**src/rtl/audio_stream_fx.sv**
```systemverilog
// Audio codec stream effects: swap, mute, attenuate and dithered noise add,
// pipelined as capture -> process -> write with backpressure on the output FIFO.
module audio_stream_fx #(
    parameter int          DATA_W      = 24,
    parameter int          NOISE_SHIFT = 4,
    parameter logic [15:0] LFSR_SEED   = 16'hACE1
) (
    input  logic              CLOCK_50,
    input  logic              reset,
    input  logic              read_ready,
    input  logic              write_ready,
    input  logic [DATA_W-1:0] readdata_left,
    input  logic [DATA_W-1:0] readdata_right,
    input  logic              mute_l,
    input  logic              mute_r,
    input  logic              swap,
    input  logic              noise_en,
    input  logic [2:0]        atten,
    output logic              read,
    output logic              write,
    output logic [DATA_W-1:0] writedata_left,
    output logic [DATA_W-1:0] writedata_right,
    output logic [15:0]       frame_count
);

    typedef enum logic [1:0] {S_IDLE, S_PROC, S_WRITE} state_t;

    state_t                    state_q;
    logic [15:0]               lfsr_q, lfsr_d;
    logic [15:0]               noise_q;
    logic signed [DATA_W-1:0]  in_l_q, in_r_q;
    logic                      mute_l_q, mute_r_q, swap_q, noise_en_q;
    logic [2:0]                atten_q;
    logic [DATA_W-1:0]         wd_l_q, wd_r_q, wd_l_d, wd_r_d;
    logic [15:0]               fc_q;

    logic signed [DATA_W-1:0]  src_l, src_r, noise_s;
    logic signed [15:0]        lfsr_shifted;

    // Mute wins over everything; the noise add saturates instead of wrapping.
    function automatic logic signed [DATA_W-1:0] fx_chan(
        input logic signed [DATA_W-1:0] s,
        input logic                     mute,
        input logic [2:0]               sh,
        input logic signed [DATA_W-1:0] noise
    );
        logic signed [DATA_W-1:0] att;
        logic signed [DATA_W:0]   sum;
        att = s >>> sh;
        sum = {att[DATA_W-1], att} + {noise[DATA_W-1], noise};
        if (mute)
            return '0;
        if (sum[DATA_W] != sum[DATA_W-1])
            return sum[DATA_W] ? {1'b1, {(DATA_W-1){1'b0}}} : {1'b0, {(DATA_W-1){1'b1}}};
        return sum[DATA_W-1:0];
    endfunction

    always_comb begin
        lfsr_d       = {1'b0, lfsr_q[15:1]} ^ (lfsr_q[0] ? 16'hB400 : 16'h0000);
        src_l        = swap_q ? in_r_q : in_l_q;
        src_r        = swap_q ? in_l_q : in_r_q;
        lfsr_shifted = $signed(noise_q) >>> NOISE_SHIFT;
        noise_s      = noise_en_q ? DATA_W'(lfsr_shifted) : '0;
        wd_l_d       = fx_chan(src_l, mute_l_q, atten_q, noise_s);
        wd_r_d       = fx_chan(src_r, mute_r_q, atten_q, noise_s);
    end

    // Strobes decode the state register so the pop/push lands in the same
    // cycle the codec reports ready; reset masks them immediately.
    assign read  = ~reset & (state_q == S_IDLE)  & read_ready;
    assign write = ~reset & (state_q == S_WRITE) & write_ready;

    always_ff @(posedge CLOCK_50 or posedge reset) begin
        if (reset) begin
            state_q    <= S_IDLE;
            lfsr_q     <= LFSR_SEED;
            noise_q    <= '0;
            in_l_q     <= '0;
            in_r_q     <= '0;
            mute_l_q   <= 1'b0;
            mute_r_q   <= 1'b0;
            swap_q     <= 1'b0;
            noise_en_q <= 1'b0;
            atten_q    <= '0;
            wd_l_q     <= '0;
            wd_r_q     <= '0;
            fc_q       <= '0;
        end else begin
            lfsr_q <= lfsr_d;
            case (state_q)
                S_IDLE: begin
                    if (read_ready) begin
                        in_l_q     <= readdata_left;
                        in_r_q     <= readdata_right;
                        mute_l_q   <= mute_l;
                        mute_r_q   <= mute_r;
                        swap_q     <= swap;
                        noise_en_q <= noise_en;
                        atten_q    <= atten;
                        noise_q    <= lfsr_q;
                        state_q    <= S_PROC;
                    end
                end
                S_PROC: begin
                    wd_l_q  <= wd_l_d;
                    wd_r_q  <= wd_r_d;
                    state_q <= S_WRITE;
                end
                S_WRITE: begin
                    if (write_ready) begin
                        fc_q    <= fc_q + 16'd1;
                        state_q <= S_IDLE;
                    end
                end
                default: state_q <= S_IDLE;
            endcase
        end
    end

    assign writedata_left  = wd_l_q;
    assign writedata_right = wd_r_q;
    assign frame_count     = fc_q;

endmodule

```
**config.mk**
```make
export PLATFORM = sky130hd
export DESIGN_NAME = audio_stream_fx
export DESIGN_NICKNAME = d
export VERILOG_FILES = /design/src/rtl/audio_stream_fx.sv
export SDC_FILE = /design/constraint.sdc
export NUM_CORES = 1
export LEC_CHECK = 0
export CORE_MARGIN = 2
export CORE_UTILIZATION = 50
export CTS_CLUSTER_DIAMETER = 80
export CTS_CLUSTER_SIZE = 30
export DETAILED_ROUTE_END_ITERATION = 7
export PLACE_DENSITY_LB_ADDON = 0.3
export SLEW_MARGIN = 25
export SYNTH_ARGS = -nofsm -noshare
export SYNTH_HDL_FRONTEND = slang
export SYNTH_SLANG_ARGS = --single-unit
```
**constraint.sdc**
```tcl
create_clock -name CLOCK_50 -period 6.9 [get_ports CLOCK_50]
set_input_delay 1.38 -clock CLOCK_50 [delete_from_list [all_inputs] [get_ports CLOCK_50]]
set_output_delay 1.38 -clock CLOCK_50 [all_outputs]
set_load 0.005 [all_outputs]
```
## Word level (Yosys, flattened, before mapping)

Index checks and enable logic that the tools add are counted.

- Bits in registers: 153
- Input port bits: 59
- Output and inout bits: 66
- Logic and storage cells: 57

- $add $sub $neg: 3
- Equal/unequal tests: 6
- Shifts and indexed selects: 2
- Mux-type cells: 23
- Bitwise gates (word level): 6
- Reductions and logical operators: 4

Operators with widths:

| cell | number |
|---|---|
| 24-bit 2-to-1 mux | 13 |
| 24-bit by 24-bit adder with 25-bit output | 2 |
| 24-bit by 3-bit >>> shifter with 24-bit output | 2 |
| 16-bit by 1-bit adder with 16-bit output (second input constant) | 1 |
| 16-bit 2-to-1 mux | 1 |
| 15-bit by 16-bit bitwise XOR with 16-bit output | 1 |
| 1-bit 2-to-1 mux | 6 |
| 2-bit case mux with 3 select lines | 1 |
| 2-bit AND reduction | 3 |
| 1-bit AND | 4 |
| 2-bit 2-to-1 mux | 2 |
| 2-bit inequality test (second input constant) | 2 |
| 2-bit by 1-bit equality test with 1-bit output (second input constant) | 1 |
| 2-bit equality test (second input constant) | 1 |
| 2-bit zero test | 1 |
| 1-bit inequality test | 2 |
| 1-bit inverter | 1 |

## Logic depth before layout (Yosys ltp)

Gate-level depths: netlist (run 1).

- Word-level depth: 8
- Depth in mapped cells: 20

## Worst setup path before layout (run 1)

Ideal clock, no wire load.

- Path type: in2out
- From: input port reset
- To: output port read
- Data arrival time: 4,863 ps
- Slack: 657 ps
- Stages: 2
- Path buffers: 0
- Cells stage by stage: inv_1 and2_1

- Cells in the longest elaborated chain, start to end: 3

RTL lines:

| item | line | RTL |
|---|---|---|
| start, declared | 9 | `input logic reset,` |
| 1-bit inverter | 70 | `assign read = ~reset & (state_q == S_IDLE) & read_ready;` |
| 1-bit AND (2 in a row) | 70 |  |
| end, declared | 19 | `output logic read,` |

No other way between the ends.

## Final worst setup path (run 1)

- From: register atten_q[0]
- To: register wd_l_q[13] (netlist: writedata_left[13])

- Cells in the longest elaborated chain, start to end: 7
- Elaborated cells on any way between the ends: 9
- Those cells by class: add/sub: 1; eq/ne: 1; shift: 1; mux: 6

RTL lines:

| item | line | RTL |
|---|---|---|
| start, declared | 33 | `logic [2:0] atten_q;` |
| start signal, assigned | 99 | `atten_q <= atten;` |
| 24-bit by 3-bit >>> shifter with 24-bit output (*) | 49 | `att = s >>> sh;` |
| 24-bit by 24-bit adder with 25-bit output (*) | 50 | `sum = {att[DATA_W-1], att} + {noise[DATA_W-1], noise};` |
| 1-bit inequality test | 53 | `if (sum[DATA_W] != sum[DATA_W-1])` |
| 1-bit 2-to-1 mux (2 in a row) | 53 |  |
| 24-bit 2-to-1 mux (*) | 55 | `return sum[DATA_W-1:0];` |
| 24-bit 2-to-1 mux (*) | 53 |  |
| end signal, assigned | 105 | `wd_l_q <= wd_l_d;` |
| end, declared | 34 | `logic [DATA_W-1:0] wd_l_q, wd_r_q, wd_l_d, wd_r_d;` |

Every way passes the cells marked *; elsewhere a longest branch is shown, timed or not. The select of a mux whose other input is x is not followed.
A chain may end at the register's enable or synchronous reset.

==> metrics.log, run 1 <==
INFO  metric grt_pass1_vias = 7723
INFO  metric synthesis.area = 0.0101 sq mm
INFO  metric antenna_cells_inserted = 0
INFO  metric share_of_synthesized_area_occupied_by_flip_flops_and_latches = 0.369
INFO  metric synthesis.nets = 1152
INFO  metric initial_core_util = 0.506
INFO  metric clk_pin_slew = 70 ps
INFO  metric outcome = complete, no violations
INFO  metric r2r_slack = 1780 ps
INFO  metric setup_ws = 1780 ps
INFO  metric ant_nets = 0
INFO  metric finalSetupTns = 0 ps
INFO  metric max-slew-margin-rel = 0.388
INFO  metric final_max_slew_viol_count = 0
INFO  metric worst_min_delay_path_class = flop to flop
INFO  metric tritoncts = done
INFO  metric number_of_primary_i_o_pins = 125
INFO  metric syn_to_final_growth = 19.9%
INFO  metric post_cts_hold_buffer_count = 0
INFO  metric die_width = 146 um
INFO  metric cts-buffers-inserted = 17
INFO  metric syn_inst = 1042
INFO  metric total_gr_overflow = 0
INFO  metric drt_first_iter_violations = 737
INFO  metric average_wire_per_standard_cell = 17.0 um
INFO  metric worstReg2RegEnd = writedata_left[13]
INFO  metric synth_flop_cell = dfrtp_1
INFO  metric cts_setup_buffers = 0
INFO  metric endpoints_failing_setup = 0
INFO  metric cts.htree.levels = 4
INFO  metric post-dp-hpwl = 18200 um
INFO  metric rows = 52
INFO  metric fmaxAchievable = 195 MHz
INFO  metric actual_transition_at_the_worst_max_transition_pin = 918 ps
INFO  metric irDropWorstVdd = 0.000260 V
INFO  metric dp_slack = 1470 ps
INFO  metric detail_route.wirelength = 24100 um
INFO  metric final_hold_viol_count = 0
INFO  metric synth_enable_flop_cells = 0
INFO  metric crit_path_end_kind = flop
INFO  metric yosysUniqueCellTypes = 68
INFO  metric leading_cell_type_in_the_layout_fill_and_taps_excluded = dfrtp_1
INFO  metric pin_count_of_the_biggest_net_entering_global_routing = 82
INFO  metric worstRegToRegCells = 15
INFO  metric setup_repair_after_global_routing_missed_its_margin = no
INFO  metric fin_worst_skew = 16.4 ps
INFO  metric reg2reg_from = atten_q[0]
INFO  metric grtUsageTotal = 0.232
INFO  metric grt_antenna_before_repair = 0
INFO  metric most-common-layout-cells = dfrtp_1, clkdlybuf4s50_1, nand2_1, nor2_1, mux2_2
INFO  metric synth_area_per_cell = 9.72 sq um
INFO  metric worst-setup-path-type = flop to flop
INFO  metric synth-seq-cells = 149
INFO  metric design_power = 6580 uW
INFO  metric critical_path.endpoint = writedata_left[13]
INFO  metric final_critical_path_share_of_the_clock_period = 0.742
INFO  metric global_route_wire_length_before_repair = 40100 um
INFO  metric layout-drive-gt1-share = 0.155
INFO  metric drt_drc_violations_left = 0
INFO  metric power_density = 542 mW/mm^2
INFO  metric fillers = 1752
INFO  metric cts-root-buf = clkbuf_16
INFO  metric post_layout_min_period = 5120 ps
INFO  metric power.static_leakage = 0.00546 uW
INFO  metric worst_setup_path_start_kind = flop
INFO  metric clock_sink_count = 149
INFO  metric cts_resized = 0
INFO  metric maxCapViolCount = 0
INFO  metric yosysWarnings = 0
INFO  metric route.detailed.vias_per_inst = 5.76
INFO  metric clk_path_buf_depth = 2
INFO  metric core_area = 0.0200 sq mm
INFO  metric die_area = 0.0214 sq mm
INFO  metric drt_first_pass_iters = 8
INFO  metric clock_insertion_delay_worst_skew = 440 ps
INFO  metric required = 7210 ps
INFO  metric timing.critical_path.arrival = 5430 ps
INFO  metric path_max_fanout = 45
INFO  metric gpl.final_weighted_congestion = 0.926
INFO  metric critical_path.startpoint = atten_q[0]
INFO  metric asyncSetResetFlopFracSynth = 1.00
INFO  metric floorplan.die.height = 146 um
INFO  metric place.port_buffers = 124
INFO  metric num-nets-final = 1247
INFO  metric routed-via-count = 8175
[synthesized netlist by cell type, drive strengths merged, types with 2 or more instances]
master	number	area, sq um
xor2	22	193
nor3	9	45.0
maj3	4	43.8
o22ai	2	12.5
o21a	6	45.0
a21oi	64	320
xnor2	36	323
nor4	3	18.8
a21o	24	180
nand2b	4	25.0
a211oi	17	140
nand3	8	40.0
nor3b	3	22.5
or3	2	12.5
dfrtp	141	3530
o2111ai	2	17.5
a221oi	2	17.5
and3	8	50.1
nor2b	9	56.3
ha	49	613
nand4	10	62.6
o31ai	3	22.5
o211a	2	20.0
a21boi	2	15.0
fa	2	40.0
or2	3	18.8
a31oi	27	196
clkbuf	42	159
inv	17	63.8
o21bai	5	37.5
nand2	121	454
mux4	33	743
mux2i	32	320
dfstp	8	210
o21ai	90	450
a22o	5	43.8
and2	22	140
mux2	72	811
buf	18	96.3
nor2	96	360
and4	3	28.8
[layer usage]
metal	routed length, um	global-route usage	share of wire	up-vias
li1	-	-	-	3968
met1	11800	0.349	0.49	3955
met2	10900	0.353	0.45	229
met3	1150	0.0384	0.048	23
met4	262	0.0539	0.011	0
met5	0	0	0	-
[critical path, stage by stage (launching register included)]
cell and delay [ps]:
dfrtp_4 710, inv_1 680, mux2_2 430, mux2i_1 210, nor2_1 70, a31oi_1 180
ha_1 340, a211o_1 300, a31oi_2 220, o32ai_2 160, o311a_4 350, a211oi_4 280
a31oi_4 170, o21ai_1 510, buf_4 300, o21ai_1 90
[worst min path at each step]
stage / startpoint / to / slack (ps) / cells after the start
after detailed placement: lfsr_q[1] / lfsr_q[0] / 340 / 0
final: lfsr_q[2] / lfsr_q[1] / 340 / 0
after global placement: lfsr_q[3] / lfsr_q[2] / 330 / 0
after global routing: lfsr_q[2] / lfsr_q[1] / 350 / 0
after floorplan: lfsr_q[2] / lfsr_q[1] / 330 / 0
after CTS: lfsr_q[1] / lfsr_q[0] / 350 / 0
[per-stage QoR]
stage / area (sq um) / utilization / std cells / hold WS [ps]
floorplan: 10100 / - / 1042 / 331
global placement: 11600 / 0.577 / 1388 / 334
detailed placement: 11600 / 0.577 / 1388 / 337
CTS: 12100 / 0.606 / 1420 / 353
global route: 12100 / 0.606 / 1420 / 353
finish: 12100 / 0.606 / 1420 / 345
[sequential cells by signal (all words and copies together) (netlist names), 2 cells and up]
| register | flops |
|---|---|
| atten_q | 3 |
| frame_count | 16 |
| in_l_q | 24 |
| in_r_q | 24 |
| lfsr_q | 16 |
| noise_q | 12 |
| state_q | 2 |
| writedata_left | 24 |
| writedata_right | 24 |
[power breakdown]
| group | total [uW] | internal, uW | switching (uW) |
|---|---|---|---|
| Combinational | 4180 | 1890 | 2290 |
| Sequential | 1500 | 1160 | 334 |
| Clock | 909 | 482 | 428 |
| Total | 6580 | 3530 | 3050 |
[cells by family (layout without fill, tap and decap cells)]
logic type                 after synthesis  count (layout)  share of synthesized area
muxes                                  137             137                      0.185
DFF                                    149             149                      0.369
and+or+nand+nor                        305             305                      0.135
adders and majority gates               55              55                     0.0688
buffers and inverters                   78             186                     0.0319
AOI/OAI and AO/OA                      260             260                      0.160
xor gates and xnor gates                58              58                     0.0509
[area by class of cell]
class	count	area, sq um	share of cell area
well taps	270	338	0.0278
clock buffers	17	425	0.0350
flip-flops and latches	149	3740	0.308
inverters	18	72.6	0.00597
clock inverters	15	158	0.0130
repair buffers	136	1330	0.110
multi-input cells	815	6080	0.500
Power figures use the tool's default switching activity.
==> inputs of run 2 (changes only) <==
==> constraint.sdc (replaced) <==
create_clock -name CLOCK_50 -period 4.92 [get_ports CLOCK_50]
set_input_delay 0.984 -clock CLOCK_50 [delete_from_list [all_inputs] [get_ports CLOCK_50]]
set_output_delay 0.984 -clock CLOCK_50 [all_outputs]
set_load 0.005 [all_outputs]
==> run 2 against run 1 <==
  * Combinational power grew 43%
  * Largest power group unchanged
  * Hold slack about the same
  * Critical endpoint is now writedata_left[22]
  * Sequential share of layout area down 0.18 points
  * Critical path depth up 2
  * Sequential power increased by 36%
  * Via count is 1.3% higher
  * Clock power up 38%
  * Clock skew down 7.1 ps
  * Global-route usage increased by 0.071 points
  * Die area stayed put
==> metrics.log, run 2 (synthesized netlist as in run 1, its figures left out) <==
INFO  metric outcome = complete, no violations
INFO  metric gpl.final_weighted_congestion = 0.931
INFO  metric floorplan.die.height = 146 um
INFO  metric holdPathStages = 0
INFO  metric worst_setup_path_start_kind = flop
INFO  metric syn_to_final_growth = 20.6%
INFO  metric drt_first_pass_iters = 5
INFO  metric initial_core_util = 0.506
INFO  metric required = 5280 ps
INFO  metric critPathTopFamily = compound AO/OA/AOI/OAI gates
INFO  metric area_occupied_by_multi_input_gates = 0.00609 sq mm
INFO  metric ant_nets = 0
INFO  metric final_critical_path_share_of_the_clock_period = 0.915
INFO  metric final_cells = 1430
INFO  metric drt_drc_violations_left = 0
INFO  metric rows = 52
INFO  metric drt_first_iter_violations = 606
INFO  metric maxCapViolCount = 0
INFO  metric die_area = 0.0214 sq mm
INFO  metric setup_ws = 420 ps
INFO  metric antenna_cells_inserted = 0
INFO  metric average_wire_per_standard_cell = 17.1 um
INFO  metric grt_pass1_vias = 7927
INFO  metric place.port_buffers = 124
INFO  metric fmaxAchievable = 222 MHz
INFO  metric worstRegToRegCells = 17
INFO  metric fin_worst_skew = 9.27 ps
INFO  metric placed_cells = 1398
INFO  metric critical_path.cell_chain = buf_4, buf_4, mux2i_1, nand2_1, o21ai_0, inv_1, mux4_2, ha_1, a21oi_1, o21ai_0, o31ai_1, a21oi_1, a2111oi_2, xnor2_1, and2_4, a31oi_1, o21ai_1
INFO  metric total_gr_overflow = 0
INFO  metric path_max_fanout = 22
INFO  metric routed-via-count = 8285
INFO  metric die_width = 146 um
INFO  metric power.static_leakage = 0.00550 uW
INFO  metric cts.htree.levels = 4
INFO  metric depth_of_the_critical_timing_path_with_buffers_and_inverters_included = 17
INFO  metric core_area = 0.0200 sq mm
INFO  metric most-common-layout-cells = dfrtp_1, clkdlybuf4s50_1, nand2_1, nor2_1, mux2_2
INFO  metric power_density = 760 mW/mm^2
INFO  metric worst-setup-path-type = flop to flop
INFO  metric clk_pin_slew = 60 ps
INFO  metric pin_count_of_the_biggest_net_entering_global_routing = 88
INFO  metric dp_slack = 296 ps
INFO  metric detail_route.wirelength = 24400 um
INFO  metric cts_resized = 0
INFO  metric finalSetupTns = 0 ps
INFO  metric layout-drive-gt1-share = 0.162
INFO  metric crit_path_end_kind = flop
INFO  metric fillers = 1757
INFO  metric post-dp-hpwl = 18400 um
INFO  metric clock_sink_count = 149
INFO  metric endpoints_failing_setup = 0
INFO  metric final_max_slew_viol_count = 0
INFO  metric timing.critical_path.slowest_cell_delay = 610 ps
INFO  metric cts_setup_buffers = 0
INFO  metric number_of_primary_i_o_pins = 125
INFO  metric seqCellArea = 0.00374 sq mm
INFO  metric clock_insertion_delay_worst_skew = 440 ps
INFO  metric cts-root-buf = clkbuf_16
INFO  metric leading_cell_type_in_the_layout_fill_and_taps_excluded = dfrtp_1
INFO  metric irDropWorstVdd = 0.000359 V
INFO  metric tritoncts = done
INFO  metric num-nets-final = 1257
INFO  metric grtUsageTotal = 0.232
INFO  metric global_route_wire_length_before_repair = 40200 um
INFO  metric cts-buffers-inserted = 17
INFO  metric setup_repair_after_global_routing_missed_its_margin = no
INFO  metric final_hold_viol_count = 0
INFO  metric post_cts_hold_buffer_count = 0
INFO  metric post_layout_min_period = 4500 ps
INFO  metric max-slew-margin-rel = 0.386
INFO  metric clk_path_buf_depth = 2
INFO  metric worst_min_delay_path_class = flop to flop
INFO  metric cpMaxStageDelayCell = dfrtp_4
INFO  metric actual_transition_at_the_worst_max_transition_pin = 921 ps
INFO  metric route.detailed.vias_per_inst = 5.79
INFO  metric timing.critical_path.arrival = 4860 ps
INFO  metric buffering_stage_count_on_the_worst_path_with_inverters_included = 3
INFO  metric grt_antenna_before_repair = 0
[run 2: final cells by class]
type	count	share of cell area
multi-input combinational	815	0.498
sequential	149	0.306
timing repair buffer	146	0.116
clock buffer	19	0.0354
tap	270	0.0276
clock inverter	13	0.0100
inverter	18	0.00584
[run 2: report_power, final]
group	internal (uW)	total (uW)	switching [uW]	leakage (uW)
Combinational	2710	5990	3280	0.00337
Sequential	1640	2040	409	0.00187
Clock	703	1250	548	0.000273
[run 2: path summary, 6_finish.rpt]
| kind | from | endpoint | slack, ps |
|---|---|---|---|
| setup / recovery | swap_q | writedata_left[22] | 420 |
| hold / removal | lfsr_q[2] | lfsr_q[1] | 350 |
| setup reg to reg | swap_q | writedata_left[22] | 420 |
| hold reg to reg | lfsr_q[2] | lfsr_q[1] | 350 |
| max in group asynchronous | reset | swap_q | 2410 |
| min in group asynchronous | reset | frame_count[4] | 1170 |
[run 2: layer usage]
metal | global-route usage | up-vias | part of all wire
li1 | - | 3985 | -
met1 | 0.342 | 4010 | 0.48
met2 | 0.352 | 248 | 0.45
met3 | 0.0394 | 42 | 0.050
met4 | 0.0757 | 0 | 0.019
met5 | 0 | - | 0
[run 2: per-stage QoR]
stage          utilization  instance area (sq um)  total power [uW]  hold slack, ps
3_5_place_dp         0.581                  11700              7950             341
3_3_place_gp         0.581                  11600              7840             333
4_1_cts              0.609                  12200              9250             351
5_1_grt              0.610                  12200              9990             360
6_report             0.610                  12200              9290             345
2_1_floorplan            -                  10100              6340             331
